`config.mk`:
```
export PLATFORM = sky130hd
export DESIGN_NAME = moving_average_flat
export DESIGN_NICKNAME = d
export VERILOG_FILES = /design/src/rtl/moving_average_pkg.sv /design/src/rtl/moving_average_if.sv /design/src/rtl/sample_ring.sv /design/src/rtl/moving_average.sv /design/src/flat_wrapper.sv
export SDC_FILE = /design/constraint.sdc
export NUM_CORES = 1
export LEC_CHECK = 0
export CAP_MARGIN = 20
export CELL_PAD_IN_SITES_DETAIL_PLACEMENT = 2
export CELL_PAD_IN_SITES_GLOBAL_PLACEMENT = 2
export CORE_AREA = 2 2 137 139
export CTS_BUF_LIST = sky130_fd_sc_hd__clkbuf_2 sky130_fd_sc_hd__clkbuf_4 sky130_fd_sc_hd__clkbuf_8
export DETAILED_ROUTE_END_ITERATION = 8
export DIE_AREA = 0 0 139 141
export PLACE_DENSITY = 0.51
export SLEW_MARGIN = 20
export SYNTH_ARGS = -nofsm -noshare
export SYNTH_HDL_FRONTEND = slang
export SYNTH_SLANG_ARGS = --single-unit
```
`constraint.sdc`:
```
create_clock -name clock -period 4.8 [get_ports clock]
set_input_delay 1.2 -clock clock [delete_from_list [all_inputs] [get_ports clock]]
set_output_delay 1.2 -clock clock [all_outputs]
set_load 0.05 [all_outputs]
```
`src/rtl/moving_average_pkg.sv`:
```
// Shared sizing helpers for the moving-average filter.
// Provides the running-sum width and window-length helpers used by all files.
package moving_average_pkg;

    // Width of the running sum: WIN samples of DATA_W bits never overflow it.
    function automatic int sum_width(input int data_w, input int log2_win);
        return data_w + log2_win;
    endfunction

    // Number of samples in the averaging window.
    function automatic int win_len(input int log2_win);
        return 1 << log2_win;
    endfunction

endpackage

```
`src/rtl/moving_average_if.sv`:
```
// Sample stream bundle between a data source and the moving-average filter.
// Ports: in_valid/in_data (source side), out_valid/out_data/out_sum/primed (filter side).
interface moving_average_if
    import moving_average_pkg::*;
#(
    parameter int DATA_W   = 8,
    parameter int LOG2_WIN = 3
);
    localparam int SW = sum_width(DATA_W, LOG2_WIN);

    logic              in_valid;
    logic [DATA_W-1:0] in_data;
    logic              out_valid;
    logic [DATA_W-1:0] out_data;
    logic [SW-1:0]     out_sum;
    logic              primed;

    modport master (
        output in_valid, in_data,
        input  out_valid, out_data, out_sum, primed
    );

    modport slave (
        input  in_valid, in_data,
        output out_valid, out_data, out_sum, primed
    );
endinterface

```
`src/rtl/sample_ring.sv`:
```
// WIN-deep delay line holding the most recent accepted samples.
// Ports: clock, reset, wr_en, wr_data in; rd_old (entry under wptr, pre-write), full out.
module sample_ring
    import moving_average_pkg::*;
#(
    parameter int DATA_W   = 8,
    parameter int LOG2_WIN = 3
) (
    input  logic              clock,
    input  logic              reset,
    input  logic              wr_en,
    input  logic [DATA_W-1:0] wr_data,
    output logic [DATA_W-1:0] rd_old,
    output logic              full
);
    localparam int WIN = win_len(LOG2_WIN);
    localparam logic [LOG2_WIN:0] WIN_C = {1'b1, {LOG2_WIN{1'b0}}};

    logic [DATA_W-1:0]   mem [WIN];
    logic [LOG2_WIN-1:0] wptr;
    logic [LOG2_WIN:0]   count;

    // The slot about to be overwritten holds the sample leaving the window.
    assign rd_old = mem[wptr];
    assign full   = (count == WIN_C);

    always_ff @(posedge clock) begin
        if (reset) begin
            wptr  <= '0;
            count <= '0;
        end else if (wr_en) begin
            wptr <= wptr + 1'b1;
            if (!full) begin
                count <= count + 1'b1;
            end
        end
    end

    // Contents need no reset: count gates every read until slots are written.
    always_ff @(posedge clock) begin
        if (wr_en) begin
            mem[wptr] <= wr_data;
        end
    end
endmodule

```
`src/rtl/moving_average.sv`:
```
// Streaming boxcar filter: running sum and floor mean of the last 2^LOG2_WIN samples.
// Ports: clock, reset, clear; bus (slave) carries the sample stream and filtered outputs.
module moving_average
    import moving_average_pkg::*;
#(
    parameter int DATA_W   = 8,
    parameter int LOG2_WIN = 3,
    parameter int SIGNED   = 0
) (
    input  logic            clock,
    input  logic            reset,
    input  logic            clear,
    moving_average_if.slave bus
);
    localparam int SW = sum_width(DATA_W, LOG2_WIN);

    logic              accept;
    logic              ring_rst;
    logic [DATA_W-1:0] rd_old;
    logic [DATA_W-1:0] oldest;
    logic              full;
    logic [SW-1:0]     in_ext;
    logic [SW-1:0]     old_ext;
    logic [SW-1:0]     sum;
    logic [SW-1:0]     sum_next;
    logic              valid_q;
    logic [DATA_W-1:0] data_q;
    logic [SW-1:0]     sum_q;

    // clear beats a coincident sample, which is dropped.
    assign accept   = bus.in_valid & ~clear;
    assign ring_rst = reset | clear;

    sample_ring #(
        .DATA_W   (DATA_W),
        .LOG2_WIN (LOG2_WIN)
    ) u_ring (
        .clock   (clock),
        .reset   (ring_rst),
        .wr_en   (accept),
        .wr_data (bus.in_data),
        .rd_old  (rd_old),
        .full    (full)
    );

    // During warm-up the missing samples count as zero.
    assign oldest = full ? rd_old : '0;

    always_comb begin
        if (SIGNED != 0) begin
            in_ext  = {{LOG2_WIN{bus.in_data[DATA_W-1]}}, bus.in_data};
            old_ext = {{LOG2_WIN{oldest[DATA_W-1]}}, oldest};
        end else begin
            in_ext  = {{LOG2_WIN{1'b0}}, bus.in_data};
            old_ext = {{LOG2_WIN{1'b0}}, oldest};
        end
        sum_next = sum + in_ext - old_ext;
    end

    // Dropping the low LOG2_WIN bits is a floor divide for both encodings.
    always_ff @(posedge clock) begin
        if (reset) begin
            sum     <= '0;
            valid_q <= 1'b0;
            data_q  <= '0;
            sum_q   <= '0;
        end else if (clear) begin
            sum     <= '0;
            valid_q <= 1'b0;
        end else begin
            valid_q <= accept;
            if (accept) begin
                sum    <= sum_next;
                sum_q  <= sum_next;
                data_q <= sum_next[SW-1:LOG2_WIN];
            end
        end
    end

    // The ring fills on the same edge that registers the WIN-th result.
    assign bus.out_valid = valid_q;
    assign bus.out_data  = data_q;
    assign bus.out_sum   = sum_q;
    assign bus.primed    = full;
endmodule

```
`src/flat_wrapper.sv`:
```
// flat-port wrapper written by rule: the top's interface ports become plain ports
module moving_average_flat import moving_average_pkg::*;
#(
    parameter int DATA_W   = 8,
    parameter int LOG2_WIN = 3,
    parameter int SIGNED   = 0
)
  (clock, reset, clear, bus_in_valid, bus_in_data, bus_out_valid, bus_out_data, bus_out_sum, bus_primed);
  moving_average_if #(.DATA_W(DATA_W), .LOG2_WIN(LOG2_WIN)) bus_i ();
  input  logic clock;
  input  logic reset;
  input  logic clear;
  input wire logic [$bits(bus_i.in_valid)-1:0] bus_in_valid;
  input wire logic [$bits(bus_i.in_data)-1:0] bus_in_data;
  output wire logic [$bits(bus_i.out_valid)-1:0] bus_out_valid;
  output wire logic [$bits(bus_i.out_data)-1:0] bus_out_data;
  output wire logic [$bits(bus_i.out_sum)-1:0] bus_out_sum;
  output wire logic [$bits(bus_i.primed)-1:0] bus_primed;
  assign bus_i.in_valid = bus_in_valid;
  assign bus_i.in_data = bus_in_data;
  assign bus_out_valid = bus_i.out_valid;
  assign bus_out_data = bus_i.out_data;
  assign bus_out_sum = bus_i.out_sum;
  assign bus_primed = bus_i.primed;
  moving_average #(.DATA_W(DATA_W), .LOG2_WIN(LOG2_WIN), .SIGNED(SIGNED)) u_core (.clock(clock), .reset(reset), .clear(clear), .bus(bus_i));
endmodule
```
==> out/qor.log <==
[outcome] run status finished clean
[timing] Tightest Pin Transition 0.614 ns
[global_route] GRT overflow 0
[floorplanning] die height 141 microns
[synth] mean cell area of the mapped netlist 12.8 sq um
[setup_path] Crit. End Element flip-flop
[cts] TritonCTS clock tree yes
[pwr] internal power consumption 1200 uW
[placement] area after detailed placement 0.00505 sq mm
[timing] final-report max-slew violation count 0
[setup_path] type of element launching the critical path input port
[detailed_routing] WL final 11200 microns
[detailed_routing] final routed DRC violation total 0
[pwr] net switching power 481 uW
[floorplanning] initial core utilization 24.3%
[finish] final standard cell area without fillers 0.00523 sq mm
[finish] antenna cell count 0
[finish] net total in the final layout 418
[setup_path] largest fanout on the critical path 9
[synth] post-synthesis xor/xnor area fraction 1.97%
[setup_path] type of the worst setup path in2reg
[pwr] maximum vdd drop 0.000117 V
[synth] number of synthesized register bits 97
[synth] post-synthesis cell area 0.00444 sq mm
[finish] most frequent cells in the layout sky130_fd_sc_hd__edfxtp_1 (64), sky130_fd_sc_hd__inv_1 (38), sky130_fd_sc_hd__dfxtp_1 (33)
[pwr] Pwr Total 1680 uW
[synth] number of warning messages in the yosys log 0
[finish] Area Growth Syn to Fin 17.9%
[detailed_routing] final antenna-violating net count 0
[floorplanning] overall die width 139 microns
[synth] combinational family with the most area after synthesis multiplexers
[floorplanning] Core Box Area 0.0183 sq mm
[timing] Final Hold Viols 0
[timing] Clock Skews 0.0120 ns
[pwr] Flop pwr share 54.4%
[synth] mux share of post-synthesis cell area 10.4%
[cts] level count of the clock H-tree 3
[placement] HPWL after DPL 7780 microns
[pwr] proportion of power drawn by combinational gates 14.4%
[finish] final standard cell utilization of the core 28.6%
[detailed_routing] number of detailed-route iterations in the first pass 4
[detailed_routing] via count 2782
[setup_path] data arrival time of the worst path 4.39 ns
[placement] number of port buffers 32
[timing] setup repair after global routing missed its margin false
[synth] net count after synthesis 381
[timing] worst-case headroom to the max-slew limit 59.0%
[synth] fraction of the yosys area taken by sequential cells 58.2%
[cts] hold_buf cts 0
[timing] number of setup violations in the final report 0
[placement] Post-Place Setup Slack 0.325 ns
[cts] clock slew seen by the registers of the worst setup and hold paths 0.09 ns
[synth] Synth Instances 347
[detailed_routing] violation count after the first detailed-route iteration 146
[timing] time the worst path needs with I/O delays and setup 4.08 ns
[floorplanning] number of ports placed on the die boundary 33
[pwr] net switching share of the total power 28.6%
[global_route] largest net degree at the start of global routing 22
[detailed_routing] wire length on met2 5400 microns
[pwr] leakage power summed over all cells 0.00183 uW
[cts] number of cells upsized or downsized after cts 0
[job] Max Cap Viol 0
[detailed_routing] mean routed wirelength per cell 18.0 microns
[pwr] clock network fraction of total power 31.2%
[synth] synthesized-area fraction occupied by and/or/nand/nor cells 8.77%
[timing] maximum frequency from static timing analysis 245 MHz
[detailed_routing] Routed met3 length 183 microns
[cts] clock network latency to the later pin of the worst-skew pair 0.39 ns
[global_route] number of global-route vias before repair 3166
[finish] most common cell after layout, fill and taps aside sky130_fd_sc_hd__edfxtp_1
[detailed_routing] Via density 4.47
[hold_path] type of the worst min-delay path reg2reg
[cts] number of CTS-inserted buffers 9
[finish] fraction of final layout cells sized beyond drive strength 1 12.6%
[cts] maximum clock path buffer count 2
[timing] worst setup margin 0.719 ns
[placement] gpl congestion 0.689
[cts] Sink Count 97
[floorplanning] floorplan row count 50
[pwr] power density of the placed cells 321 mW/mm^2
[finish] number of fill cells in the layout 1977
[setup_path] required time of the critical path 5.10 ns
[floorplanning] Die ar. 0.0196 sq mm
[global_route] initial antenna violation count 0
[timing] Setup Total Neg Slack 0 ns
[detailed_routing] detailed-routing wirelength on met1 5430 microns
[global_route] GRT Total Usage 12.3%
[cts] buffer type at the clock tree root sky130_fd_sc_hd__clkbuf_8
[synth] number of distinct library cells after synthesis 41
[synth] synthesized-area fraction occupied by ao, oa, aoi and oai cells 7.36%
[detailed_routing] top routing layer in use met4
[timing] Period Utilization, post-route 85.0%
[global_route] first-pass GRT wire length 18100 microns
[synth] adder-cell area share of the yosys netlist 7.56%
[cts] buffers inserted by post-CTS timing repair 0
## registers in the layout, indices dropped and copies added (netlist names), named ones only
signal,count
u_core.bus.out_valid,1
u_core.bus.out_sum,11
u_core.u_ring.mem,64
u_core.u_ring.wptr,3
u_core.u_ring.count,4
u_core.sum,11
## cell type report
type                       count  area, sq um  share of cell area (%)
clock buffer                  10          131                    2.51
clock inverter                 6         50.0                   0.957
inverter                      38          143                    2.73
multi-input combinational    191         1600                    30.6
sequential                    97         2580                    49.4
tap                          234          293                    5.60
timing repair buffer          47          433                    8.28
## Yosys cell counts (all sizes together)
cell type,instances,share of area (%)
inv,38,3.2
nand2,21,1.8
ha,14,3.9
fa,8,3.6
or2,1,0.14
nand2b,5,0.71
xnor2,4,0.79
mux2i,10,2.3
o311ai,1,0.20
nor4,2,0.28
a2111o,1,0.25
nand3b,5,0.85
a2111oi,2,0.54
nor2,27,2.3
a222oi,1,0.23
o2111ai,1,0.20
nor4b,1,0.20
or3,1,0.14
a21oi,14,1.6
a211oi,4,0.68
clkbuf,8,0.68
o21ai,13,1.5
nand4,2,0.28
edfxtp,64,43
nand3,8,0.90
o31ai,1,0.17
a21boi,2,0.34
mux4,16,8.1
dfxtp,33,15
o211ai,1,0.17
nor3,7,0.79
buf,13,1.9
xor2,6,1.2
a211o,1,0.20
a21o,7,1.2
o21bai,1,0.17
nor2b,3,0.42
## cells by family after synthesis
logic type,count (synthesis)
AOI/OAI and AO/OA,50
xor gates and xnor gates,10
adders and majority gates,22
buffers and inverters,59
DFF,97
muxes,26
and+or+nand+nor,83
## metrics by stage
step                      hold WS, ns  std cells
after floorplan                 0.436        347
after global placement          0.445        607
after detailed placement        0.451        607
after CTS                       0.466        623
after global routing            0.496        623
final                           0.463        623
## final timing paths
check	start	endpoint	slack, ns	cells after the start
worst max-delay path	bus_in_data[1]	u_core.sum[10]	0.72	11
worst min-delay path	u_core.sum[0]	u_core.sum[0]	0.46	2
worst max register to register	flip-flop	u_core.sum[10]	0.82	13
worst min register to register	u_core.sum[0]	u_core.sum[0]	0.46	2
## power groups by stage
stage	Clock (uW)	Combinational [uW]	Sequential (uW)
detailed placement	0	246	933
global route	581	270	916
finish	524	242	913
global placement	0	244	932
floorplan	0	146	953
CTS	549	248	914
## critical path, stage by stage
cell	delay (ns)
sky130_fd_sc_hd__clkdlybuf4s50_1	0.64
sky130_fd_sc_hd__inv_1	0.12
sky130_fd_sc_hd__fa_1	0.54
sky130_fd_sc_hd__inv_1	0.07
sky130_fd_sc_hd__fa_1	0.48
sky130_fd_sc_hd__a211oi_1	0.30
sky130_fd_sc_hd__buf_4	0.17
sky130_fd_sc_hd__o21ai_1	0.11
sky130_fd_sc_hd__a21o_1	0.22
sky130_fd_sc_hd__a2111o_1	0.43
sky130_fd_sc_hd__o21ai_0	0.10
## per-layer routing
layer  global-route usage [%]  vias up
li1                         -     1307
met5                        0        -
met3                     1.77       12
met2                     20.4       22
met4                     5.26        0
met1                     16.0     1441
Power figures use the tool's default switching activity.
